[src/rtl/mod3mon_pkg.sv]
// rtl/mod3mon_pkg.sv - shared types, code constants and transition rule for the mod-3 sequence monitor
package mod3mon_pkg;

    // Monitor FSM states
    typedef enum logic [1:0] {
        IDLE = 2'd0,
        ACQ  = 2'd1,
        LOCK = 2'd2
    } state_t;

    // Upstream mod-3 counter codes
    localparam logic [1:0] C0 = 2'b00;
    localparam logic [1:0] C1 = 2'b01;
    localparam logic [1:0] C2 = 2'b10;
    localparam logic [1:0] CX = 2'b11;

    // True only for the three steps of the legal cycle 00->01->10->00.
    // A repeated code and anything touching 11 are illegal.
    function automatic logic legal_next(input logic [1:0] prev, input logic [1:0] cur);
        logic ok;
        ok = 1'b0;
        case (prev)
            C0:      ok = (cur == C1);
            C1:      ok = (cur == C2);
            C2:      ok = (cur == C0);
            default: ok = 1'b0;
        endcase
        return ok;
    endfunction

endpackage

[src/rtl/modn_wrap_counter.sv]
// rtl/modn_wrap_counter.sv - registered modulo-MOD event counter with terminal-count pulse
//
// Ports:
//   clk  in   1   rising-edge clock
//   res  in   1   synchronous active-high reset
//   clr  in   1   synchronous clear of count (tc forced low)
//   inc  in   1   count one event
//   cnt  out  CW  current count, 0..MOD-1
//   tc   out  1   one-cycle pulse when an increment rolls MOD-1 -> 0
module modn_wrap_counter #(
    parameter int MOD = 4,
    localparam int CW = (MOD > 1) ? $clog2(MOD) : 1
) (
    input  logic          clk,
    input  logic          res,
    input  logic          clr,
    input  logic          inc,
    output logic [CW-1:0] cnt,
    output logic          tc
);

    logic [CW-1:0] cnt_q;
    logic          tc_q;

    always_ff @(posedge clk) begin
        if (res || clr) begin
            cnt_q <= '0;
            tc_q  <= 1'b0;
        end else if (inc) begin
            if (cnt_q == CW'(MOD - 1)) begin
                cnt_q <= '0;
                tc_q  <= 1'b1;
            end else begin
                cnt_q <= cnt_q + 1'b1;
                tc_q  <= 1'b0;
            end
        end else begin
            tc_q <= 1'b0;
        end
    end

    assign cnt = cnt_q;
    assign tc  = tc_q;

endmodule

[src/rtl/mod3_seq_monitor.sv]
// rtl/mod3_seq_monitor.sv - lock monitor and cascaded mod-(3*MOD) timebase on a mod-3 code stream
//
// Optional feature: define MOD3MON_STICKY_ERR_EN to add err_clr/err_flag.
//
// Ports:
//   clk       in   1      rising-edge clock, shared with upstream counter
//   res       in   1      synchronous active-high reset
//   en        in   1      sample qualifier for code_in
//   code_in   in   2      upstream mod-3 code
//   locked    out  1      high while in LOCK
//   wrap      out  1      pulse on 10->00 seen while locked
//   cnt       out  CW     wrap count modulo MOD
//   tc        out  1      pulse with wrap when cnt rolls MOD-1 -> 0
//   err       out  1      pulse on illegal transition while locked
//   err_cnt   out  ERR_W  saturating err pulse count
//   err_clr   in   1      (sticky build) clears err_flag
//   err_flag  out  1      (sticky build) sticky error indicator
module mod3_seq_monitor
    import mod3mon_pkg::*;
#(
    parameter int MOD      = 4,
    parameter int LOCK_CYC = 3,
    parameter int ERR_W    = 4,
    localparam int CW      = (MOD > 1) ? $clog2(MOD) : 1
) (
    input  logic             clk,
    input  logic             res,
    input  logic             en,
    input  logic [1:0]       code_in,
    output logic             locked,
    output logic             wrap,
    output logic [CW-1:0]    cnt,
    output logic             tc,
    output logic             err,
`ifdef MOD3MON_STICKY_ERR_EN
    input  logic             err_clr,
    output logic             err_flag,
`endif
    output logic [ERR_W-1:0] err_cnt
);

    // Enough bits to hold 0..LOCK_CYC-1
    localparam int AW = (LOCK_CYC > 1) ? $clog2(LOCK_CYC) : 1;

    state_t            state_q;
    logic [1:0]        prev_q;
    logic [AW-1:0]     acq_q;
    logic              locked_q;
    logic              wrap_q;
    logic              err_q;
    logic [ERR_W-1:0]  err_cnt_q;

    logic code_legal;
    logic lock_err;
    logic wrap_inc;

    assign code_legal = legal_next(prev_q, code_in);
    // An illegal sample while locked is the only thing that raises err
    assign lock_err   = en && (state_q == LOCK) && !code_legal;
    assign wrap_inc   = en && (state_q == LOCK) && code_legal && (prev_q == C2);

    always_ff @(posedge clk) begin
        if (res) begin
            state_q   <= IDLE;
            prev_q    <= C0;
            acq_q     <= '0;
            locked_q  <= 1'b0;
            wrap_q    <= 1'b0;
            err_q     <= 1'b0;
            err_cnt_q <= '0;
        end else begin
            wrap_q <= 1'b0;
            err_q  <= 1'b0;
            if (en) begin
                prev_q <= code_in;
                unique case (state_q)
                    IDLE: begin
                        acq_q   <= '0;
                        state_q <= (code_in == CX) ? IDLE : ACQ;
                    end
                    ACQ: begin
                        if (code_legal) begin
                            // acq_q counts completed legal steps minus one here
                            if (acq_q == AW'(LOCK_CYC - 1)) begin
                                state_q  <= LOCK;
                                locked_q <= 1'b1;
                                acq_q    <= '0;
                            end else begin
                                acq_q <= acq_q + 1'b1;
                            end
                        end else begin
                            acq_q <= '0;
                            if (code_in == CX) begin
                                state_q <= IDLE;
                            end
                        end
                    end
                    LOCK: begin
                        if (code_legal) begin
                            wrap_q <= (prev_q == C2);
                        end else begin
                            err_q     <= 1'b1;
                            locked_q  <= 1'b0;
                            acq_q     <= '0;
                            state_q   <= (code_in == CX) ? IDLE : ACQ;
                            if (err_cnt_q != {ERR_W{1'b1}}) begin
                                err_cnt_q <= err_cnt_q + 1'b1;
                            end
                        end
                    end
                    default: begin
                        state_q  <= IDLE;
                        locked_q <= 1'b0;
                        acq_q    <= '0;
                    end
                endcase
            end
        end
    end

    modn_wrap_counter #(
        .MOD (MOD)
    ) u_wrap_cnt (
        .clk (clk),
        .res (res),
        .clr (lock_err),
        .inc (wrap_inc),
        .cnt (cnt),
        .tc  (tc)
    );

`ifdef MOD3MON_STICKY_ERR_EN
    logic err_flag_q;

    // Set wins over clear so an error in the clearing cycle is never lost
    always_ff @(posedge clk) begin
        if (res) begin
            err_flag_q <= 1'b0;
        end else if (lock_err) begin
            err_flag_q <= 1'b1;
        end else if (err_clr) begin
            err_flag_q <= 1'b0;
        end
    end

    assign err_flag = err_flag_q;
`endif

    assign locked  = locked_q;
    assign wrap    = wrap_q;
    assign err     = err_q;
    assign err_cnt = err_cnt_q;

endmodule

[config.mk]
export PLATFORM = sky130hd
export DESIGN_NAME = mod3_seq_monitor
export DESIGN_NICKNAME = d
export VERILOG_FILES = /design/src/rtl/mod3mon_pkg.sv /design/src/rtl/modn_wrap_counter.sv /design/src/rtl/mod3_seq_monitor.sv
export SDC_FILE = /design/constraint.sdc
export NUM_CORES = 1
export LEC_CHECK = 0
export ABC_AREA = 1
export CAP_MARGIN = 20
export CORE_MARGIN = 3
export CORE_UTILIZATION = 49
export CTS_CLUSTER_DIAMETER = 80
export DETAILED_ROUTE_END_ITERATION = 10
export PLACE_DENSITY = 0.76
export SLEW_MARGIN = 10
export SYNTH_ARGS = -nofsm -noshare
export SYNTH_HDL_FRONTEND = slang
export SYNTH_SLANG_ARGS = --single-unit
[constraint.sdc]
create_clock -name clk -period 1.8 [get_ports clk]
set_clock_uncertainty 0.1 [all_clocks]
set_input_delay 0.54 -clock clk [delete_from_list [all_inputs] [get_ports clk]]
set_output_delay 0.54 -clock clk [all_outputs]
set_load 0.05 [all_outputs]
== Word level (Yosys, flattened, before mapping) ==
Index checks and enable logic that the tools add are counted.

* $add $sub $neg: 3
* $mul: 0
* Divide/modulo/power cells: 0
* $lt $le $gt $ge: 0
* Eq/ne operators: 15
* Shift operators: 0
* Mux-type cells: 18
* Bitwise logic cells: 5
* Reduce and logical (&&, ||, !) cells: 16

{| class="wikitable"
|+ Operators with widths
! cell !! count
|-
| 2-to-1 mux 2 bit || 8
|-
| == test 2 bit, second input constant || 6
|-
| AND reduction 4 bit || 2
|-
| == test 2 x 1 -> 1 bit, second input constant || 3
|-
| zero test 2 bit || 3
|-
| 2-to-1 mux 1 bit || 6
|-
| != test 2 bit, second input constant || 3
|-
| != test 3 bit, second input constant || 2
|-
| case mux 1 bit (3 select lines) || 2
|-
| case mux 2 bit (3 select lines) || 1
|-
| inverter 1 bit || 5
|-
| AND reduction 5 bit || 1
|-
| adder 2 x 1 -> 2 bit, second input constant || 2
|-
| adder 4 x 1 -> 4 bit, second input constant || 1
|-
| logical AND 1 bit || 4
|-
| != test 4 bit, second input constant || 1
|-
| case mux 2 bit (2 select lines) || 1
|-
| OR reduction 4 bit || 1
|-
| OR reduction 3 bit || 1
|-
| AND reduction 2 bit || 1
|-
| OR reduction 2 bit || 1
|-
| zero test 1 bit || 1
|-
| logical OR 1 bit || 1
|}

* Register bits after elaboration: 16
* Bits in latches: 0
* Memory bits (writable): 0
* ROM bits: 0
* Input bits: 5
* Output and inout bits: 10
* Logic and storage cells: 66
* Memories: 0

== Logic depth before layout (Yosys ltp) ==
Gate-level depths: netlist (run 1).

* Depth in word-level cells: 6
* Gate-level depth with buffers: 11
* Depth with buffers taken out: 11

== Hierarchy ==
A second synthesis (run 1) with hierarchy kept.

* Cell total of the unflattened synthesis: 114
* Area, all modules: 838.3 um2

{| class="wikitable"
|+ By module, submodules not included
! module !! times used !! cells each !! area each (um2) !! sequential area each (um2)
|-
| mod3_seq_monitor || 1 || 97 || 706.9 || 260.2
|-
| modn_wrap_counter || 1 || 17 || 131.4 || 60.1
|}

== Worst setup path before layout (run 1) ==
Ideal clock, no wire load.

* Path kind: register to register
* Start: register err_cnt_q[1], in the netlist err_cnt[1]
* End: register err_cnt_q[3], in the netlist err_cnt[3]
* Setup time: 70 ps
* Arrival time: 1436 ps
* Data required time: 1630 ps
* Setup slack: 194 ps
* Cell stages (with the launch flop): 6
* Buffers on the path: 0
* Path through: dfxtp_1 > ha_1 > nand3_1 > nand2_4 > nand2_1 > a21oi_1

* Cells in the longest elaborated chain, start to end: 2

{| class="wikitable"
|+ Ends and longest elaborated chain
! item !! line !! RTL
|-
| from (decl) || mod3_seq_monitor.sv:51 || <nowiki>logic [ERR_W-1:0] err_cnt_q;</nowiki>
|-
| from (signal assigned) || mod3_seq_monitor.sv:107 || <nowiki>err_cnt_q <= err_cnt_q + 1'b1;</nowiki>
|-
| branches (longest 2 deep; another with adder 4 x 1 -> 4 bit) || n/a ||
|}

Several ways; the timed one is not identified.
A chain may end at the register's enable or synchronous reset.

== Final worst setup path (run 1) ==
* Start: input port code_in[0]
* End: register state_q[0]

* Cells in the longest elaborated chain, start to end: 4

{| class="wikitable"
|+ Ends and longest elaborated chain
! item !! line !! RTL
|-
| from (decl) || mod3_seq_monitor.sv:29 || <nowiki>input logic [1:0] code_in,</nowiki>
|-
| == test 2 bit, or another cell as far along || mod3mon_pkg.sv:24 || <nowiki>C1: ok = (cur == C2);</nowiki>
|-
| case mux 1 bit (3 select lines) or 2-to-1 mux 1 bit (tied branches) || mod3mon_pkg.sv:22, mod3_seq_monitor.sv:79, mod3_seq_monitor.sv:105 ||
|-
| != test 3 bit (no source line), or another cell as far along || n/a ||
|-
| AND reduction 4 bit (no source line) or case mux 2 bit (3 select lines) (tied branches) || n/a ||
|-
| to (signal assigned) || mod3_seq_monitor.sv:79 || <nowiki>state_q <= (code_in == CX) ? IDLE : ACQ;</nowiki>
|-
| to (signal assigned) || mod3_seq_monitor.sv:105 || <nowiki>state_q <= (code_in == CX) ? IDLE : ACQ;</nowiki>
|-
| to (decl) || mod3_seq_monitor.sv:45 || <nowiki>state_t state_q;</nowiki>
|}

Several ways; a longest one is shown, not always the timed one. The select of a mux whose other input is x is not followed.

==> key figures, run 1 <==
Clock network
  • Clock tree sinks: 16
  • Worst-skew pair later-pin latency: 0.29 ns
  • CTS tree: built
  • H-Tree Level Count: 1
  • Clock slew at the register clock pins of the worst setup and hold paths: ~0.11 ns
  • Clock Tree Root: clkbuf_4
  • TritonCTS Buffers: 3
  • Max Buffers Root-to-Sink: 2
  • Hold Buf Count CTS: 0

Logic synthesis
  • Ys Warns: 0
  • Mean Syn Cell Area: 7.132 um2
  • Async S/R FF share, synth: 0%
  • Post-Synthesis Cell Area: 784.5 um2
  • Syn Nets: 117
  • Sequential fraction of the synthesis area: around two fifths
  • Post-synth cell types: 22
  • Post-synth top flop: dfxtp_1
  • Number of enable flip-flop cells after synthesis: 0
  • Mapped Cells: 110
  • Top cells by area, synth: dfxtp_1, nand2_1, a21oi_1, inv_1, nand3_1
  • Seq cells post-synth: 16
  • Share of the synthesized area in the top cell type: between 40% and 50%
  • Synth area leader: dfxtp_1

Worst setup path
  • R2r startpoint: prev_q[1]
  • Crit-path max FO: 5
  • Crit path from: code_in[0]
  • R2R setup slack: 0.28 ns
  • Worst Setup EP: state_q[0]
  • CP arrival: 1.79 ns
  • Worst setup EP type: register
  • Setup crit start kind: primary input
  • Crit Path Class: primary input to register
  • Worst EP required: 1.89 ns
  • Reg2reg end: state_q[0]
  • FF-to-FF path depth: 10

Timing
  • Final setup vio count: 0
  • Max-slew violation count: 0
  • Final-report hold violation count: 0
  • Period utilization: 94.48%
  • Slew @ Worst Pin: 0.2650 ns
  • Final min period: 1.701 ns
  • Unrepaired setup endpoints after global routing: false
  • Sum of negative setup slack: 0 ns
  • Worst rel slew slack: ~80%
  • Fmax: just under 600 MHz

GRT
  • Tot GR Track Use: 19.68%
  • GRT overflow: 0
  • Largest net degree at the start of global routing: 10
  • Number of global-route vias before repair: around 740
  • Antenna violations before repair: 0
  • First-pass GRT wire length: between 2000 and 3000 um

Floorplan
  • Initial Util: 56.08%
  • I/O Pins: 15
  • DIE WIDTH: approximately 46 um
  • Die height: about 46 um
  • Core footprint: approximately 1400 um2
  • Row count: 13
  • Die footprint: 2117 um2

Routing
  • Iter 0 DRT Violations: 41
  • Via count: 815
  • Drt first pass iters: 4
  • Routed Antenna Nets: 0
  • Drc violations: 0
  • WL/cell: 12.84 um
  • Drt via density: 5.507
  • Post-Route WL: 1901 um

Hold path
  • Hold/Removal Path Class: register to register
  • Hold Crit Depth: 2

Finish
  • Area grow syn2layout: 44.34%
  • ANT cells: 0
  • Fin nets: ~140
  • Post-route cell area: roughly 1100 um2
  • Share of cells above drive strength 1: 25.56%

Pwr
  • Static leakage: 0.4959 nW
  • Power Density: 642.6 nW/um2
  • Maximum VDD drop: about 0.51 mV

Placed design
  • Port Buffers: 14
  • RD Place Congestion: 0.9597
  • DP HPWL: 1409 um
  • Placed Instance Area: 1087 um2

Run status
  • Status: finished, final reports clean

Run
  • Maxcap violations: 0
-- registers in the layout, summed over array words and instances, names as in the netlist --
signal and flops:
acq_q 2, err 1, err_cnt 4, locked 1, prev_q 2, state_q 2, u_wrap_cnt.cnt 2, u_wrap_cnt.tc 1
wrap 1
-- cells in the final DEF (no fill, tap or decap) --
cell / Yosys / final
nand2_1: 23 / 22
dfxtp_1: 16 / 16
inv_1: 13 / 13
a21oi_1: 12 / 12
buf_12: 0 / 10
nor2_1: 9 / 9
nand3_1: 9 / 8
buf_4: 0 / 7
nor2_2: 4 / 4
o21ai_0: 4 / 4
nand4_1: 4 / 4
nand2_2: 2 / 3
clkbuf_4: 0 / 3
inv_2: 2 / 2
ha_1: 2 / 2
clkdlybuf4s50_1: 0 / 2
nor2_4: 1 / 1
nand3_2: 0 / 1
nand2_4: 1 / 1
xnor2_1: 1 / 1
nor3_1: 1 / 1
a211oi_1: 1 / 1
a31oi_1: 1 / 1
o21ai_2: 1 / 1
o21bai_1: 1 / 1
clkbuf_8: 0 / 1
dlygate4sd2_1: 0 / 1
dlymetal6s2s_1: 0 / 1
-- synth_stat cells, drive strengths merged (2+ instances only) --
master	instances
ha	2
clkbuf	2
o21ai	5
nand3	9
nand4	4
nor2	14
a21oi	12
dfxtp	16
nand2	26
inv	15
-- metal layers --
metal	vias up	global-route usage [%]	wire length (um)
met1	360	24.94	755
met4	0	9.659	58
li1	405	-	-
met2	38	31.59	973
met3	12	3.557	113
met5	-	0	0
-- cell families after synthesis --
kind of cell,after synthesis,synth area share [%]
AOI/OAI and AO/OA,20,14.04
xor gates and xnor gates,1,1.117
adders and majority gates,2,3.189
buffers and inverters,17,8.293
DFF,16,40.83
and+or+nand+nor,54,32.53
-- critical path, stage by stage --
cell	delay, ns
dlygate4sd2_1	0.28
nor2_2	0.17
nor2_2	0.07
nor2_4	0.16
nand2_2	0.11
nand2_1	0.06
nand2_1	0.08
nor2_2	0.13
nand2_1	0.09
nand2_1	0.06
nor2_1	0.04
-- worst min-delay path by stage --
stage / endpoint / start / slack [ns]
final: acq_q[1] / acq_q[0] / 0.41
after global routing: state_q[0] / state_q[0] / 0.45
after CTS: acq_q[1] / acq_q[0] / 0.41
after detailed placement: acq_q[1] / acq_q[0] / 0.39
after global placement: acq_q[1] / acq_q[0] / 0.38
after floorplan: acq_q[1] / acq_q[0] / 0.37
-- timing repair --
| item | CTS | global route |
|---|---|---|
| pin swaps | 1 | 3 |
| endpoints found under the setup margin | 1 | 5 |
| hold endpoints to repair | 0 | 0 |
| resized for setup | 1 | 3 |
| buffers inserted | 0 | 0 |
-- layout make-up --
class                   instances  area [um2]
clock buffers                   4       36.28
fillers                        84       266.5
inverters                      15       56.30
multi-input cells              77       406.6
flip-flops and latches         16       320.3
well taps                      15       18.77
repair buffers                 21       294.0
-- per-stage QoR --
stage,std cells,setup WS [ns],hold WS (ns),util [%],power (W)
3_5_place_dp,144,-0.3073,0.3879,77.73,0.0004867
3_3_place_gp,144,-0.2167,0.3822,77.73,0.0004817
4_1_cts,148,0.03898,0.4077,80.23,0.0007254
2_1_floorplan,110,0.1941,0.3692,-,0.0004461
6_report,148,0.09940,0.4069,80.95,0.0007277
5_1_grt,148,0.02516,0.4471,80.95,0.0007531
-- where the power goes --
part,internal [W],total [W],switching [W]
Combinational,0.0000430,0.000110,0.0000671
Clock,0.000123,0.000245,0.000122
Sequential,0.000364,0.000372,0.00000810
Total,0.000530,0.000728,0.000197
Power figures use the tool's default switching activity.
==> run 2, diff against run 1 <==
- ABC_AREA: 1 -> default
- CORE_UTILIZATION: 49 -> 44
- PLACE_DENSITY: 0.76 -> default
- PLACE_DENSITY_LB_ADDON: default -> 0.1
- clock period: 1.8 -> 1.4 ns (I/O delays scaled with it)
==> run 2 against run 1 <==
Effect of this change:
- the run now ends with setup timing left
- register-to-register slack lost 0.65 ns
- clock power grew 6%
- non-clock buffer count grew 19
- first-iteration DRC count shrank 44%
- count of clock-buffer cells in the layout is the same
- global-route usage grew 1.3 points
- critical path depth shrank 5
- worst hold slack lost 0.012 ns
- design area grew 21%
- sequential power grew 25%
- critical endpoint unchanged
==> key figures, run 2 <==
Run status
  • Status: complete, but fails checks
  • Violated checks: setup timing

GRT
  • Tot GR Track Use: 20.95% (+1.3 points)
  • First-pass GRT wire length: 3843 um (+29%)
  • Largest net degree at the start of global routing: 10 (unchanged)
  • Number of global-route vias before repair: 872 (+17%)
  • GRT overflow: 0 (unchanged)
  • Antenna violations before repair: 0 (unchanged)

Worst setup path
  • Crit Path Class: primary input to register
  • R2r startpoint: prev_q[1]
  • Worst setup EP type: register
  • CP arrival: 1.87 ns (+0.08 ns)
  • Reg2reg end: state_q[0]
  • FF-to-FF path depth: 5 (-5)
  • R2R setup slack: -0.37 ns (-0.65 ns)
  • Setup crit start kind: primary input
  • Worst EP required: 1.49 ns (-0.40 ns)
  • Crit-path max FO: 6 (+1)

Logic synthesis
  • Post-synthesis adder-cell area fraction: 3.150% (-0.040 points)
  • Number of enable flip-flop cells after synthesis: 0 (unchanged)
  • Seq cells post-synth: 16 (unchanged)
  • Synth Area in Compound Gates: 22.36% (+8.3 points)
  • Mux cell area share after synthesis: 5.197% (+5.2 points)
  • Count leader, synth: dfxtp_1
  • Post-synth top cells: dfxtp_1, nor2_1, a21oi_1, inv_1, nand2_1
  • Mapped Cells: 89 (-19%)
  • Post-synth top flop: dfxtp_1
  • Synth area leader: dfxtp_1
  • Mean Syn Cell Area: 8.927 um2 (+25%)
  • Top cells by area, synth: dfxtp_1, a21oi_1, nor2_1, mux2i_1, ha_1
  • Ys Warns: 0 (unchanged)
  • Syn Nets: 96 (-18%)
  • Post-Synthesis Cell Area: 794.5 um2 (+1.3%)
  • Sequential fraction of the synthesis area: 40.31% (-0.51 points)
  • Main combinational cell family by area after synthesis: simple AND/OR/NAND/NOR gates
  • Post-synth cell types: 34 (+55%)
  • Async S/R FF share, synth: 0% (unchanged)
  • Synth Area in XOR/XNOR: 0% (-1.1 points)
  • Share of the synthesized area in the top cell type: 40.31% (-0.51 points)
  • Synth Area in Simple Gates: 24.25% (-8.3 points)

Routing
  • Iter 0 DRT Violations: 23 (-44%)
  • WL/cell: 15.58 um (+21%)
  • Post-Route WL: 2400 um (+26%)
  • Routed Antenna Nets: 0 (unchanged)
  • M1 wire length: 976 um (+29%)
  • Drt first pass iters: 4 (unchanged)
  • Top layer used by detailed routing: met4
  • Drt via density: 5.630 (+2.2%)
  • Via count: 867 (+6.4%)
  • Wire length on met3: 142 um (+26%)
  • Drc violations: 0 (unchanged)
  • Wire length on met2: 1232 um (+27%)

Finish
  • Commonest non-fill, non-tap cells in the layout: buf_4, buf_12, nor2_1
  • Fin nets: 138 (-2.1%)
  • Share of cells above drive strength 1: 50.00% (+24 points)
  • Most common cell after layout, fill and taps aside: buf_4
  • Largest register FFs: 4 (unchanged)
  • Post-route core utilization: 86.11% (+5.2 points)
  • Fillers: 81 (-3.6%)
  • Area grow syn2layout: 72.76%
  • ANT cells: 0 (unchanged)
  • Non-Filler Instances: 154 (+4.1%)

Hold path
  • Hold/Removal Path Class: register to register
  • Hold Crit Depth: 1 (-1)
  • Hold path start: err_cnt[3]
  • Hold Path Sink: err_cnt[3]

Floorplan
  • Initial Util: 49.84% (-6.2 points)
  • Die height: 48.50 um (+5.4%)
  • Core footprint: 1594 um2 (+14%)
  • I/O Pins: 15 (unchanged)
  • Die footprint: 2352 um2 (+11%)
  • DIE WIDTH: 48.50 um (+5.4%)
  • Row count: 14 (+1)

Clock network
  • Worst-skew pair later-pin latency: 0.29 ns (about the same)
  • CTS tree: built
  • Max Buffers Root-to-Sink: 2 (unchanged)
  • Clock slew at the register clock pins of the worst setup and hold paths: 0.10 ns (about the same)
  • TritonCTS Buffers: 3 (unchanged)
  • H-Tree Level Count: 1 (unchanged)
  • Clock tree sinks: 16 (unchanged)
  • Clock Tree Root: clkbuf_4

Pwr
  • Static leakage: 0.5614 nW (+13%)
  • Maximum VDD drop: 0.6449 mV (+26%)
  • Power Density: 652.4 nW/um2 (+1.5%)
  • Power Total: 0.0008954 W (+23%)

Placed design
  • Port Buffers: 14 (unchanged)
  • RD Place Congestion: 0.7720 (-20%)
  • Placed Instances: 147 (+2.1%)
  • DP HPWL: 1519 um (+7.8%)

Run
  • Maxcap violations: 0 (unchanged)

Timing
  • Slew @ Worst Pin: 0.3535 ns (+0.08850 ns)
  • Fin Hold WS: 0.3944 ns (-0.01244 ns)
  • Final min period: 1.783 ns
  • Final setup vio count: 16 (+16)
  • Final-report hold violation count: 0 (unchanged)
  • Max-slew violation count: 0 (unchanged)
  • Unrepaired setup endpoints after global routing: true
  • Period utilization: 127.4%
  • Worst rel slew slack: 76.12% (-6.2 points)
  • Final worst setup slack: -0.3829 ns (-0.4823 ns)
  • Fmax: roughly 560 MHz
## run 2: worst max-delay path, stage by stage
cell and delay, ns:
clkdlybuf4s15_2 0.23, or4b_4 0.53, and3_4 0.19, buf_6 0.12, a21o_1 0.14, a32o_1 0.25
## run 2: power breakdown
group	total, W	internal [W]	switching (W)
registers	0.000465	0.000457	0.00000742
logic	0.000172	0.0000856	0.0000860
clock network	0.000259	0.000111	0.000148
## run 2: cells by family after synthesis
group	after synthesis
muxes	4
DFF	16
buffers and inverters	8
AOI/OAI and AO/OA	26
and+or+nand+nor	33
adders and majority gates	2
## run 2: layout make-up
class	instances	area, um2	share of cell area, %
timing repair buffer	40	442.9	32.27
tap	24	30.03	2.188
inverter	5	18.77	1.367
multi-input combinational	65	513.0	37.37
sequential	16	341.6	24.89
clock buffer	4	26.28	1.914
## run 2: worst max-delay path by stage
| stage | slack, ns | from | to |
|---|---|---|---|
| 2_1_floorplan | -0.57 | code_in[1] | acq_q[0] |
| 3_3_place_gp | -0.96 | code_in[1] | acq_q[0] |
| 3_5_place_dp | -1.01 | code_in[1] | acq_q[0] |
| 4_1_cts | -0.38 | prev_q[0] | state_q[0] |
| 5_1_grt | -0.44 | prev_q[0] | acq_q[1] |
| 6_report | -0.38 | code_in[1] | state_q[0] |
## run 2: metrics by stage
stage | worst slack [ns] | setup TNS (ns) | cell area, um2
floorplan | -0.5696 | -4.148 | 812.0
finish | -0.3829 | -3.974 | 1373
detailed placement | -1.006 | -12.52 | 1235
global placement | -0.9563 | -11.89 | 1235
global route | -0.4416 | -4.730 | 1373
CTS | -0.3847 | -3.833 | 1336
## run 2: timing repair
action / 4_1_cts / 5_1_grt
hold buffers: 0 / 0
setup buffers: 4 / 0
endpoints found under the setup margin: 19 / 20
gates resized for setup: 24 / 8
pin swaps: 9 / 4
## run 2: layer usage
| metal | GRT usage [%] | vias up |
|---|---|---|
| met5 | 0 | - |
| met4 | 8.057 | 0 |
| met3 | 3.988 | 6 |
| met2 | 37.84 | 44 |
| met1 | 24.29 | 399 |
| li1 | - | 418 |
==> run 3, diff against run 2 <==
==> constraint.sdc (replaced) <==
create_clock -name clk -period 1.4 [get_ports clk]
set_clock_uncertainty 0.1 [all_clocks]
set_input_delay 0.42 -clock clk [delete_from_list [all_inputs] [get_ports clk]]
set_output_delay 0.42 -clock clk [all_outputs]
set_load 0.005 [all_outputs]
==> run 3 against run 2 <==
Effect of this change:
- the run still ends with setup timing left
- core utilization down 5.8 points
- setup slack better by 0.013 ns
- fmax up 0.72%
- critical path depth down 1
- design area down 6.7%
- sequential cell count unchanged
- sequential power up 2%
- global-route usage down 0.13 points
- non-clock buffer count up 7
==> key figures, run 3 (synthesis results as in run 2) <==
Clock network
  • TritonCTS Buffers: 3 (unchanged)
  • Worst-skew pair later-pin latency: 0.29 ns (about the same)
  • Clock slew at the register clock pins of the worst setup and hold paths: 0.09 ns (about the same)
  • Clock Tree Root: clkbuf_4
  • CTS tree: built
  • Max Buffers Root-to-Sink: 2 (unchanged)
  • Clock tree sinks: 16 (unchanged)
  • H-Tree Level Count: 1 (unchanged)

Run
  • Maxcap violations: 0 (unchanged)

Routing
  • Drc violations: 0 (unchanged)
  • WL/cell: 13.79 um (-12%)
  • Drt first pass iters: 4 (unchanged)
  • Post-Route WL: 2206 um (-8.1%)
  • Drt via density: 5.356 (-4.9%)
  • Iter 0 DRT Violations: 15 (-35%)
  • Routed Antenna Nets: 0 (unchanged)
  • Via count: 857 (-1.2%)

Worst setup path
  • Worst setup EP type: register
  • Setup crit start kind: register
  • Worst EP required: 1.53 ns (+0.04 ns)
  • Crit-path max FO: 6 (unchanged)
  • CP arrival: 1.90 ns (+0.03 ns)
  • Crit Path Class: register to register

Timing
  • Max-slew violation count: 0 (unchanged)
  • Period utilization: 126.4% (-0.91 points)
  • Worst rel slew slack: 80.81% (+4.7 points)
  • Final worst setup slack: -0.3702 ns (+0.01270 ns)
  • Slew @ Worst Pin: 0.2847 ns (-0.06878 ns)
  • Final-report hold violation count: 0 (unchanged)
  • Final min period: 1.770 ns (-0.01270 ns)
  • Unrepaired setup endpoints after global routing: true
  • Final setup vio count: 14 (-2)
  • Fmax: 564.9 MHz (+0.72%)

Placed design
  • Port Buffers: 14 (unchanged)
  • DP HPWL: 1514 um (-0.31%)
  • Placed Instances: 153 (+4.1%)
  • RD Place Congestion: 0.8146 (+5.5%)
  • Pre-CTS setup slack: -1.001 ns (+0.005400 ns)

Finish
  • ANT cells: 0 (unchanged)
  • Share of cells above drive strength 1: 46.32% (-3.7 points)
  • Most common cell after layout, fill and taps aside: buf_4
  • Non-Filler Instances: 160 (+3.9%)
  • Fin nets: 145 (+5.1%)
  • Largest register FFs: 4 (unchanged)
  • Commonest non-fill, non-tap cells in the layout: buf_4, dfxtp_2, nor2_1
  • Area grow syn2layout: 61.10%

Floorplan
  • Die footprint: 2352 um2 (unchanged)
  • Row count: 14 (unchanged)
  • I/O Pins: 15 (unchanged)
  • Initial Util: 49.84% (unchanged)
  • DIE WIDTH: 48.50 um (unchanged)
  • Core footprint: 1594 um2 (unchanged)
  • Die height: 48.50 um (unchanged)

GRT
  • GR met1 Demand/Resource: 23.15% (-1.1 points)
  • GR peak layer: met2
  • Tot GR Track Use: 20.82% (-0.13 points)
  • GRT overflow: 0 (unchanged)
  • Largest net degree at the start of global routing: 9 (-1)
  • Number of global-route vias before repair: 876 (+0.46%)
  • GR Util met3: 4.294% (+0.31 points)
  • First-pass GRT wire length: 3822 um (-0.55%)
  • GR met2 Demand/Resource: 36.01% (-1.8 points)
  • Antenna violations before repair: 0 (unchanged)

Run status
  • Violated checks: setup timing
  • Status: complete, but fails checks

Pwr
  • Static leakage: 0.5611 nW (about the same)
  • Maximum VDD drop: 0.6101 mV (-5.4%)
  • Power Total: 0.0008843 W (-1.2%)
  • Power Density: 690.9 nW/um2 (+5.9%)

Hold path
  • Hold/Removal Path Class: register to register
==> run 3: cell count changes in the layout (fill, tap and decap cells not counted), moves of 3 or more <==
cell	change
buf_12	-10
buf_4	+10
buf_6	-3
clkdlybuf4s15_1	+8
dfxtp_2	+5
dfxtp_4	-4
==> run 3: cell type report <==
class	count	area [um2]
fill	96	314.1
timing repair buffer	47	370.4
inverter	5	18.77
sequential	16	332.8
tap	24	30.03
multi-input combinational	65	505.5
clock buffer	3	22.52
==> run 3: timing repair <==
action | in CTS | in global routing
hold buffers | 0 | 0
setup buffers | 3 | 1
pin swaps | 8 | 6
resized for setup | 28 | 22
setup endpoints to repair | 24 | 23
==> run 3: stage by stage <==
step | hold WS, ns | utilization, % | cell area, um2 | TNS [ns]
2_1_floorplan | 0.3660 | - | 804.5 | -4.096
3_3_place_gp | 0.3593 | 73.55 | 1172 | -11.93
3_5_place_dp | 0.3720 | 73.55 | 1172 | -12.53
4_1_cts | 0.3827 | 77.08 | 1229 | -3.618
5_1_grt | 0.4424 | 80.30 | 1280 | -4.309
6_report | 0.4237 | 80.30 | 1280 | -3.576
==> run 3: routing by layer <==
metal  share of wire (%)  up-vias
met5                   0        -
met3                 3.9        8
met2                  50       22
li1                    -      426
met1                  43      401
met4                 2.8        0
==> run 3: critical path, stage by stage, from the launching register on <==
cell and delay [ns]:
dfxtp_2 0.34, or4b_4 0.52, and3_4 0.21, buf_4 0.14, a211o_1 0.27, a21oi_2 0.13
==> run 3: path summary, 6_finish.rpt <==
kind	from	end	slack (ns)	cells past startpoint
worst max-delay path	prev_q[0]	acq_q[0]	-0.37	5
worst max register to register	prev_q[0]	acq_q[0]	-0.37	5
worst min register to register	locked	locked	0.42	2
worst min-delay path	locked	locked	0.42	2
==> run 3: report_power, final <==
group / switching [W] / internal [W] / leakage [nW] / total [W]
Clock: 0.000150 / 0.000100 / 0.0138 / 0.000251
Combinational: 0.0000788 / 0.0000832 / 0.413 / 0.000162
Sequential: 0.00000708 / 0.000465 / 0.134 / 0.000472
